## src/rtl/arbiter_pkg.sv

```systemverilog
// Shared definitions for the round-robin arbiter: FSM state encoding and the
// default grant-hold limit used when ARB_TIMEOUT_EN is defined.
package arbiter_pkg;

    typedef enum logic {
        IDLE  = 1'b0,
        GRANT = 1'b1
    } arb_state_e;

    localparam int ARB_MAX_HOLD_DEFAULT = 16;

endpackage : arbiter_pkg

```

## src/rtl/decoder_nbits.sv

```systemverilog
// N-to-2**N one-hot decoder with enable; output is all-zero when disabled.
module decoder_nbits #(
    parameter int N = 3
) (
    input  logic [N-1:0]      i_A,
    input  logic              i_EN,
    output logic [2**N-1:0]   o_Y
);

    // One-hot decode of i_A gated by i_EN
    always_comb begin
        o_Y = '0;
        if (i_EN) begin
            o_Y[i_A] = 1'b1;
        end else begin
            o_Y = '0;
        end
    end

endmodule : decoder_nbits

```

## src/rtl/arbiter_rr_nbits.sv

```systemverilog
// Round-robin arbiter for 2**N requesters with a registered one-hot grant.
// Optional forced release after MAX_HOLD cycles is built only with ARB_TIMEOUT_EN.
module arbiter_rr_nbits
    import arbiter_pkg::*;
#(
    parameter int N        = 3,
    parameter int MAX_HOLD = ARB_MAX_HOLD_DEFAULT
) (
    input  logic              i_clk,
    input  logic              i_rst,
    input  logic [2**N-1:0]   i_req,
    input  logic              i_done,
    output logic [2**N-1:0]   o_gnt,
    output logic [N-1:0]      o_gnt_idx,
    output logic              o_busy,
    output logic              o_timeout
);

    localparam int NREQ = 2**N;

    arb_state_e     state_r;
    arb_state_e     state_next_s;
    logic [N-1:0]   gnt_idx_r;
    logic [N-1:0]   last_owner_r;
    logic           timeout_r;
    logic [N-1:0]   cand_idx_s;
    logic [N-1:0]   winner_idx_s;
    logic           winner_found_s;
    logic           owner_release_s;
    logic           force_release_s;
    logic           release_s;

    // A hold counter needs at least one bit; this block only exists to flag an illegal MAX_HOLD
    if (MAX_HOLD < 2) begin : g_max_hold_illegal
    end

    // Search upward from the slot after the previous owner; N-bit addition wraps naturally
    always_comb begin
        cand_idx_s     = '0;
        winner_idx_s   = '0;
        winner_found_s = 1'b0;
        for (int i = 1; i <= NREQ; i++) begin
            cand_idx_s = last_owner_r + N'(i);
            if (!winner_found_s && i_req[cand_idx_s]) begin
                winner_idx_s   = cand_idx_s;
                winner_found_s = 1'b1;
            end else begin
                winner_found_s = winner_found_s;
            end
        end
    end

    assign owner_release_s = i_done | ~i_req[gnt_idx_r];

`ifdef ARB_TIMEOUT_EN
    localparam int                  HOLD_CW   = $clog2(MAX_HOLD);
    localparam logic [HOLD_CW-1:0]  HOLD_LAST = HOLD_CW'(MAX_HOLD - 1);

    logic [HOLD_CW-1:0] hold_cnt_r;

    // Hold counter: parked at zero in IDLE so each GRANT entry starts from zero
    always_ff @(posedge i_clk or posedge i_rst) begin
        if (i_rst) begin
            hold_cnt_r <= '0;
        end else if (state_r == GRANT) begin
            hold_cnt_r <= hold_cnt_r + HOLD_CW'(1'b1);
        end else begin
            hold_cnt_r <= '0;
        end
    end

    assign force_release_s = (state_r == GRANT) && !owner_release_s && (hold_cnt_r == HOLD_LAST);
`else
    assign force_release_s = 1'b0;
`endif

    assign release_s = owner_release_s | force_release_s;

    // State register
    always_ff @(posedge i_clk or posedge i_rst) begin
        if (i_rst) begin
            state_r <= IDLE;
        end else begin
            state_r <= state_next_s;
        end
    end

    // Next-state logic; leaving GRANT always passes through one IDLE cycle
    always_comb begin
        state_next_s = state_r;
        case (state_r)
            IDLE: begin
                if (winner_found_s) begin
                    state_next_s = GRANT;
                end else begin
                    state_next_s = IDLE;
                end
            end
            GRANT: begin
                if (release_s) begin
                    state_next_s = IDLE;
                end else begin
                    state_next_s = GRANT;
                end
            end
            default: state_next_s = IDLE;
        endcase
    end

    // Owner index, round-robin pointer and timeout pulse registers
    always_ff @(posedge i_clk or posedge i_rst) begin
        if (i_rst) begin
            gnt_idx_r    <= '0;
            last_owner_r <= {N{1'b1}};
            timeout_r    <= 1'b0;
        end else begin
            timeout_r <= force_release_s;
            if ((state_r == IDLE) && winner_found_s) begin
                gnt_idx_r <= winner_idx_s;
            end else begin
                gnt_idx_r <= gnt_idx_r;
            end
            if ((state_r == GRANT) && release_s) begin
                last_owner_r <= gnt_idx_r;
            end else begin
                last_owner_r <= last_owner_r;
            end
        end
    end

    // Outputs derived from registers only
    always_comb begin
        o_gnt_idx = gnt_idx_r;
        o_timeout = timeout_r;
        if (state_r == GRANT) begin
            o_busy = 1'b1;
        end else begin
            o_busy = 1'b0;
        end
    end

    decoder_nbits #(
        .N (N)
    ) u_gnt_dec (
        .i_A  (o_gnt_idx),
        .i_EN (o_busy),
        .o_Y  (o_gnt)
    );

endmodule : arbiter_rr_nbits

```

## config.mk

```make
export PLATFORM = sky130hd
export DESIGN_NAME = arbiter_rr_nbits
export DESIGN_NICKNAME = d
export VERILOG_FILES = /design/src/rtl/arbiter_pkg.sv /design/src/rtl/decoder_nbits.sv /design/src/rtl/arbiter_rr_nbits.sv
export SDC_FILE = /design/constraint.sdc
export NUM_CORES = 1
export LEC_CHECK = 0
export CORE_MARGIN = 3
export CORE_UTILIZATION = 35
export CTS_CLUSTER_SIZE = 8
export DETAILED_ROUTE_END_ITERATION = 6
export GPL_ROUTABILITY_DRIVEN = 0
export GPL_TIMING_DRIVEN = 0
export MAX_ROUTING_LAYER = met4
export SYNTH_ARGS = -nofsm -noshare
export SYNTH_HDL_FRONTEND = slang
export SYNTH_SLANG_ARGS = --single-unit
export TNS_END_PERCENT = 100
```

## constraint.sdc

```tcl
create_clock -name i_clk -period 3.55 [get_ports i_clk]
set_input_delay 0.355 -clock i_clk [delete_from_list [all_inputs] [get_ports i_clk]]
set_output_delay 0.355 -clock i_clk [all_outputs]
set_load 0.01 [all_outputs]
```

==> impl_metrics.env, run 1 <==
export IMPL_outcome="completed"
export IMPL_n_fill_cell=318
export IMPL_syn2layout_area_growth_pct=28.18
export IMPL_hold_buffers=0
export IMPL_wire_per_inst_um=16.36
export IMPL_netlist_area_um2=1239
export IMPL_nets=180
export IMPL_final_area_um2=1588
export IMPL_synth_most_common_cell="nor2_1"
export IMPL_crit_path_end_kind="register"
export IMPL_synth_top_area_cell="mux4_2"
export IMPL_cp_start_kind="register"
export IMPL_powerDensity_nw_per_um2=1198
export IMPL_synth_edf_count=0
export IMPL_drive_above_1_share_pct=27.11
export IMPL_fin_crit_sh_pct=96.08
export IMPL_place_inst=204
export IMPL_ant_nets=0
export IMPL_crit_arrival_ns=3.53
export IMPL_synth_commonest_cells="16 x nor2_1, 13 x nand2_1, 11 x mux2_2, 9 x inv_1, 9 x mux4_2"
export IMPL_drc=0
export IMPL_row_count=20
export IMPL_numPortBuffers=22
export IMPL_synth_cell_types=45
export IMPL_setup_tns_ns=0
export IMPL_pin_count=24
export IMPL_dominantRegCellSynth="dfrtp_1"
export IMPL_yosysWarnings=0
export IMPL_gr_usage_all_layers_pct=17.30
export IMPL_ys_seq_area_share_pct=14.44
export IMPL_die_area_um2=4289
export IMPL_h_tree_depth=1
export IMPL_cts_inserted_buffers=3
export IMPL_synth_nets=151
export IMPL_tightest_slew_ns=0.7144
export IMPL_die_w_um=65.49
export IMPL_cap_violations=0
export IMPL_path_class="reg2reg"
export IMPL_holdWs_ns=0.3234
export IMPL_p_leak_nw=0.6116
export IMPL_wirelength_mm=3.436
export IMPL_cts_clk_slew_worst_paths_ns=0.05
export IMPL_drt_initial_drc_count=115
export IMPL_antenna_found_initial=0
export IMPL_maxSlewViolCount=0
export IMPL_r2r_end="o_gnt_idx[1]$_DFFE_PP0P_"
export IMPL_hp_class="in2async"
export IMPL_syn_avg_cell_area_um2=8.976
export IMPL_fmax_ghz=0.2932
export IMPL_tritoncts="done"
export IMPL_grt_overflow_total=0
export IMPL_dpl_hpwl_mm=2.600
export IMPL_cp_endpoint="o_gnt_idx[1]$_DFFE_PP0P_"
export IMPL_reg2regPathDepth=13
export IMPL_crit_fanout=10
export IMPL_via_per_inst=5.833
export IMPL_hold_violations=0
export IMPL_dr_total_vias=1225
export IMPL_ir_worst_vdd_v=0.0005351
export IMPL_synth_top_area_share_pct=16.36
export IMPL_diodes=0
export IMPL_dr_pass1_iters=4
export IMPL_rr_startpoint="last_owner_r[1]$_DFFE_PP1P_"
export IMPL_ys_ff_latch=7
export IMPL_period_minus_slack_ns=3.411
export IMPL_clk_insertion_delay_late_ns=0.25
export IMPL_skew_ns=0.0001142
export IMPL_clock_sinks=7
export IMPL_synthArstFlopShare_pct=100.0
export IMPL_grt_pass1_vias=1144
export IMPL_core_area_um2=3203
export IMPL_setup_violations=0
export IMPL_grt_pass1_wl_mm=5.699
export IMPL_layout_cells_non_filler=210
export IMPL_synthTopCellsByArea="mux4_2 16%, mux2_2 10%, dfrtp_1 8.1%, dfstp_2 6.4%, mux2i_1 5.7%"
export IMPL_cts_root_buf="clkbuf_4"
export IMPL_max_slew_margin_pct=51.87
export IMPL_cp_required_ns=3.67
export IMPL_grt_max_degree=11
export IMPL_timing_critical_path_from="last_owner_r[1]$_DFFE_PP1P_"
export IMPL_chipHeight_um=65.49
export IMPL_reg2reg_slack_ns=0.14
export IMPL_start_util_pct=38.67
export IMPL_cts_buffer_depth=2
export IMPL_placed_area_um2=1514
export IMPL_synthCells=138
export IMPL_rsz0062_at_grt="yes"
-- worst max-delay path, cell delays in order, from the launching register on --
cell	delay, ns
dfstp_2	0.59
clkbuf_4	0.23
inv_1	0.15
ha_1	0.31
buf_4	0.14
buf_4	0.18
mux2_2	0.36
nor3_1	0.29
a221oi_4	0.08
buf_4	0.17
and4b_4	0.36
a31oi_4	0.12
a21bo_1	0.23
o22ai_2	0.06
-- layout make-up --
class,instances,area [um^2],share of cell area [%]
inverters,10,37.54,2.364
multi-input cells,114,1005,63.28
repair buffers,24,235.2,14.81
clock buffers,4,26.28,1.655
flip-flops and latches,7,178.9,11.27
plain buffers,7,50.05,3.152
well taps,44,55.05,3.467
-- timing repair --
item	in CTS	in global routing
buffers inserted	0	2
resized for setup	0	5
setup endpoints to repair	0	3
-- layer usage --
layer	track usage, %	vias to the layer above	part of all wire [%]
met3	2.906	7	4.2
li1	-	580	-
met4	3.368	0	0.76
met1	23.97	600	45
met5	-	-	0
met2	26.80	38	50
-- how the worst min path moves through the flow --
stage	start	end	slack [ns]
floorplan	i_rst	o_gnt_idx[0]$_DFFE_PP0P_	0.16
global placement	i_rst	o_gnt_idx[0]$_DFFE_PP0P_	0.59
detailed placement	i_rst	o_gnt_idx[0]$_DFFE_PP0P_	0.60
CTS	i_rst	o_gnt_idx[0]$_DFFE_PP0P_	0.33
global route	i_rst	o_gnt_idx[0]$_DFFE_PP0P_	0.35
finish	i_rst	o_gnt_idx[0]$_DFFE_PP0P_	0.32
-- cell families (layout without fill, tap and decap cells) --
family / count (synthesis) / after routing / synth area share, %
AOI/OAI and AO/OA: 32 / 32 / 20.71
xor gates and xnor gates: 4 / 4 / 3.435
buffers and inverters: 17 / 45 / 6.868
DFF: 7 / 7 / 14.45
other: 1 / 1 / 0.3027
muxes: 28 / 28 / 33.13
adders and majority gates: 2 / 2 / 2.020
and+or+nand+nor: 47 / 47 / 19.09
-- through the flow --
stage          util, %  power [mW]  worst slack, ns
3_3_place_gp     47.27       1.683           0.1148
4_1_cts          48.09       1.778          0.04441
3_5_place_dp     47.27       1.693          0.04717
6_report         49.57       1.903           0.1391
5_1_grt          49.57       2.065         -0.02302
2_1_floorplan        -       1.342           0.5650
-- placed cells by master (no fill, tap or decap), types with 2 or more instances in the layout --
| cell | n |
|---|---|
| xor2_1 | 2 |
| o221ai_1 | 3 |
| nor3_1 | 4 |
| ha_1 | 2 |
| dfrtp_1 | 4 |
| nand2b_1 | 3 |
| buf_4 | 5 |
| mux2_2 | 11 |
| clkbuf_1 | 2 |
| or3_1 | 2 |
| dfstp_2 | 3 |
| nand3_1 | 2 |
| a21oi_1 | 6 |
| inv_1 | 9 |
| and2_1 | 2 |
| a211oi_1 | 3 |
| mux2i_1 | 7 |
| nand2_1 | 13 |
| o21ai_0 | 3 |
| mux4_2 | 9 |
| clkbuf_4 | 4 |
| o21a_1 | 4 |
| o211ai_1 | 2 |
| nor2_1 | 16 |
| clkdlybuf4s50_1 | 22 |
-- registers in the layout, indices dropped and copies added (netlist names) --
name and count:
last_owner_r 3, o_gnt_idx 3, state_r 1
-- power breakdown --
part	switching (mW)	leakage, nW	internal, mW
combinational	0.855	0.518	0.773
sequential	0.0686	0.0785	0.134
clock	0.0297	0.0150	0.0429
Power figures use the tool's default switching activity.
==> inputs of run 2 (changes only) <==
Clock period 3.55 ns to 2.8 ns, I/O delays scaled along.
==> run 2 against run 1 <==
Against the previous run:
- the run now ends with setup timing left
- worst hold slack worse by 0.082 ns
- setup slack lost 0.19 ns
- fmax increased by 20%
- non-clock buffer count up 13
- sequential cell count did not move
- clock skew rose by 0.0030 ns
- first-iteration DRC count shrank 10%
- wire length grew 5.0%
- via count rose by 2.2%
- global-route usage is 0.66 points higher
- critical path depth decreased by 1
==> impl_metrics.env, run 2 (same netlist as run 1, synthesis figures left out) <==
export IMPL_n_fill_cell=306
export IMPL_cap_violations=0
export IMPL_dr_total_vias=1252
export IMPL_outcome="complete, but fails checks"
export IMPL_crit_path_end_kind="register"
export IMPL_hp_class="in2async"
export IMPL_fin_crit_sh_pct=101.7
export IMPL_holdWs_ns=0.2416
export IMPL_fmax_ghz=0.3512
export IMPL_wirelength_mm=3.607
export IMPL_slowest_stage="dfstp_2"
export IMPL_nets=193
export IMPL_die_w_um=65.49
export IMPL_cp_top_family="compound AO/OA/AOI/OAI gates"
export IMPL_multi_input_area_um2=1072
export IMPL_layout_common_cells="22 x clkdlybuf4s50_1, 17 x buf_4, 16 x nor2_1"
export IMPL_clock_sinks=7
export IMPL_drc=0
export IMPL_cp_slowest_stage_delay_ns=0.54
export IMPL_maxSlewViolCount=0
export IMPL_wire_per_inst_um=16.17
export IMPL_cts_clk_slew_worst_paths_ns=0.05
export IMPL_cp_num_buf_inv=4
export IMPL_dpl_hpwl_mm=2.590
export IMPL_antenna_found_initial=0
export IMPL_cts_buffer_depth=2
export IMPL_cp_start_kind="register"
export IMPL_grt_overflow_total=0
export IMPL_core_area_um2=3203
export IMPL_violations="setup timing"
export IMPL_period_minus_slack_ns=2.847
export IMPL_chipHeight_um=65.49
export IMPL_hold_buffers=0
export IMPL_numPortBuffers=22
export IMPL_grt_max_degree=11
export IMPL_layout_setup_ws_ns=-0.04712
export IMPL_ant_nets=0
export IMPL_die_area_um2=4289
export IMPL_cpMostUsedCell="buf_8"
export IMPL_gr_usage_all_layers_pct=17.96
export IMPL_cp_required_ns=2.97
export IMPL_clk_insertion_delay_late_ns=0.26
export IMPL_tritoncts="done"
export IMPL_drive_above_1_share_pct=37.43
export IMPL_register_area_um2=178.9
export IMPL_path_class="reg2reg"
export IMPL_via_per_inst=5.614
export IMPL_diodes=0
export IMPL_cts_root_buf="clkbuf_4"
export IMPL_h_tree_depth=1
export IMPL_cts_inserted_buffers=3
export IMPL_rr_startpoint="last_owner_r[1]$_DFFE_PP1P_"
export IMPL_hold_violations=0
export IMPL_final_common_cell="clkdlybuf4s50_1"
export IMPL_drt_initial_drc_count=103
export IMPL_pin_count=24
export IMPL_timing_critical_path_from="last_owner_r[1]$_DFFE_PP1P_"
export IMPL_max_slew_margin_pct=61.39
export IMPL_setup_violations=1
export IMPL_dr_pass1_iters=4
export IMPL_start_util_pct=38.67
export IMPL_row_count=20
export IMPL_grt_pass1_wl_mm=5.851
export IMPL_rsz0062_at_grt="yes"
export IMPL_grt_pass1_vias=1219
export IMPL_skew_ns=0.003071
export IMPL_syn2layout_area_growth_pct=43.54
export IMPL_crit_arrival_ns=3.02
export IMPL_crit_fanout=6
export IMPL_crit_chain="buf_8 -> inv_8 -> ha_4 -> buf_8 -> mux2_4 -> mux2i_1 -> a221oi_2 -> buf_4 -> and4b_4 -> a31oi_4 -> a21bo_1 -> o22ai_2"
export IMPL_tightest_slew_ns=0.5731
run 2: cell types whose count changed in the layout (fill, tap and decap cells not counted), moves of 2 or more:
| cell | previous run | this run |
|---|---|---|
| a211oi_1 | 3 | 1 |
| buf_4 | 5 | 17 |
| buf_8 | 0 | 2 |
| inv_1 | 9 | 7 |
| mux2_2 | 11 | 6 |
| mux2_4 | 0 | 5 |
run 2: area by class of cell:
class | count | share of cell area (%)
sequential | 7 | 10.06
clock buffer | 4 | 1.478
tap | 44 | 3.096
timing repair buffer | 38 | 19.14
multi-input combinational | 114 | 60.31
inverter | 10 | 2.674
buffer | 6 | 3.237
run 2: what timing repair did:
action                     4_1_cts  5_1_grt
setup buffers                   13        3
resized for setup                7       12
gates cloned                     0        0
pin swaps                        4        5
setup endpoints to repair        4        3
run 2: metrics by stage:
| step | setup WS (ns) | cell area, um^2 | std cells | utilization, % | TNS (ns) |
|---|---|---|---|---|---|
| 2_1_floorplan | -0.02637 | 1281 | 138 | - | -0.02637 |
| 3_3_place_gp | -0.4393 | 1556 | 204 | 48.59 | -0.9940 |
| 3_5_place_dp | -0.4936 | 1556 | 204 | 48.59 | -1.032 |
| 4_1_cts | -0.01535 | 1699 | 220 | 53.05 | -0.01535 |
| 5_1_grt | -0.1154 | 1778 | 223 | 55.51 | -0.1848 |
| 6_report | -0.04712 | 1778 | 223 | 55.51 | -0.04712 |
run 2: final timing paths:
kind                                                    end  slack [ns]  cells after the start
min in group i_clk              last_owner_r[2]$_DFFE_PP1P_        0.63                      3
worst min-delay path               o_gnt_idx[2]$_DFFE_PP0P_        0.24                      2
worst min register to register  last_owner_r[2]$_DFFE_PP1P_        0.63                      3
worst max register to register     o_gnt_idx[1]$_DFFE_PP0P_       -0.05                     12
max in group asynchronous       last_owner_r[0]$_DFFE_PP1P_        2.29                      2
worst max-delay path               o_gnt_idx[1]$_DFFE_PP0P_       -0.05                     12
run 2: worst reg2reg max path, stage by stage (launching register included):
cell and delay [ns]:
dfstp_2 0.54, buf_8 0.12, inv_8 0.03, ha_4 0.27, buf_8 0.14, mux2_4 0.19
mux2i_1 0.07, a221oi_2 0.39, buf_4 0.20, and4b_4 0.23, a31oi_4 0.25, a21bo_1 0.24
o22ai_2 0.10
run 2: metal layers:
layer	routed length (um)	up-vias	global-route usage [%]	part of all wire, %
met3	153	8	4.103	4.2
met2	1706	37	27.05	47
met5	0	-	-	0
li1	-	597	-	-
met1	1689	610	23.75	47
met4	57	0	6.218	1.6
Power of run 2 is left out: the tool's default activity adds up to more than one toggle a clock period on the data nets, which glitch-free logic cannot reach.
==> inputs of run 3 (changes only) <==
Settings changed: CTS_CLUSTER_DIAMETER from default to 150.
==> results of run 3 <==
Final layout, timing and power as in run 2 (identical DEF).
Power of run 3 is left out for the same reason.
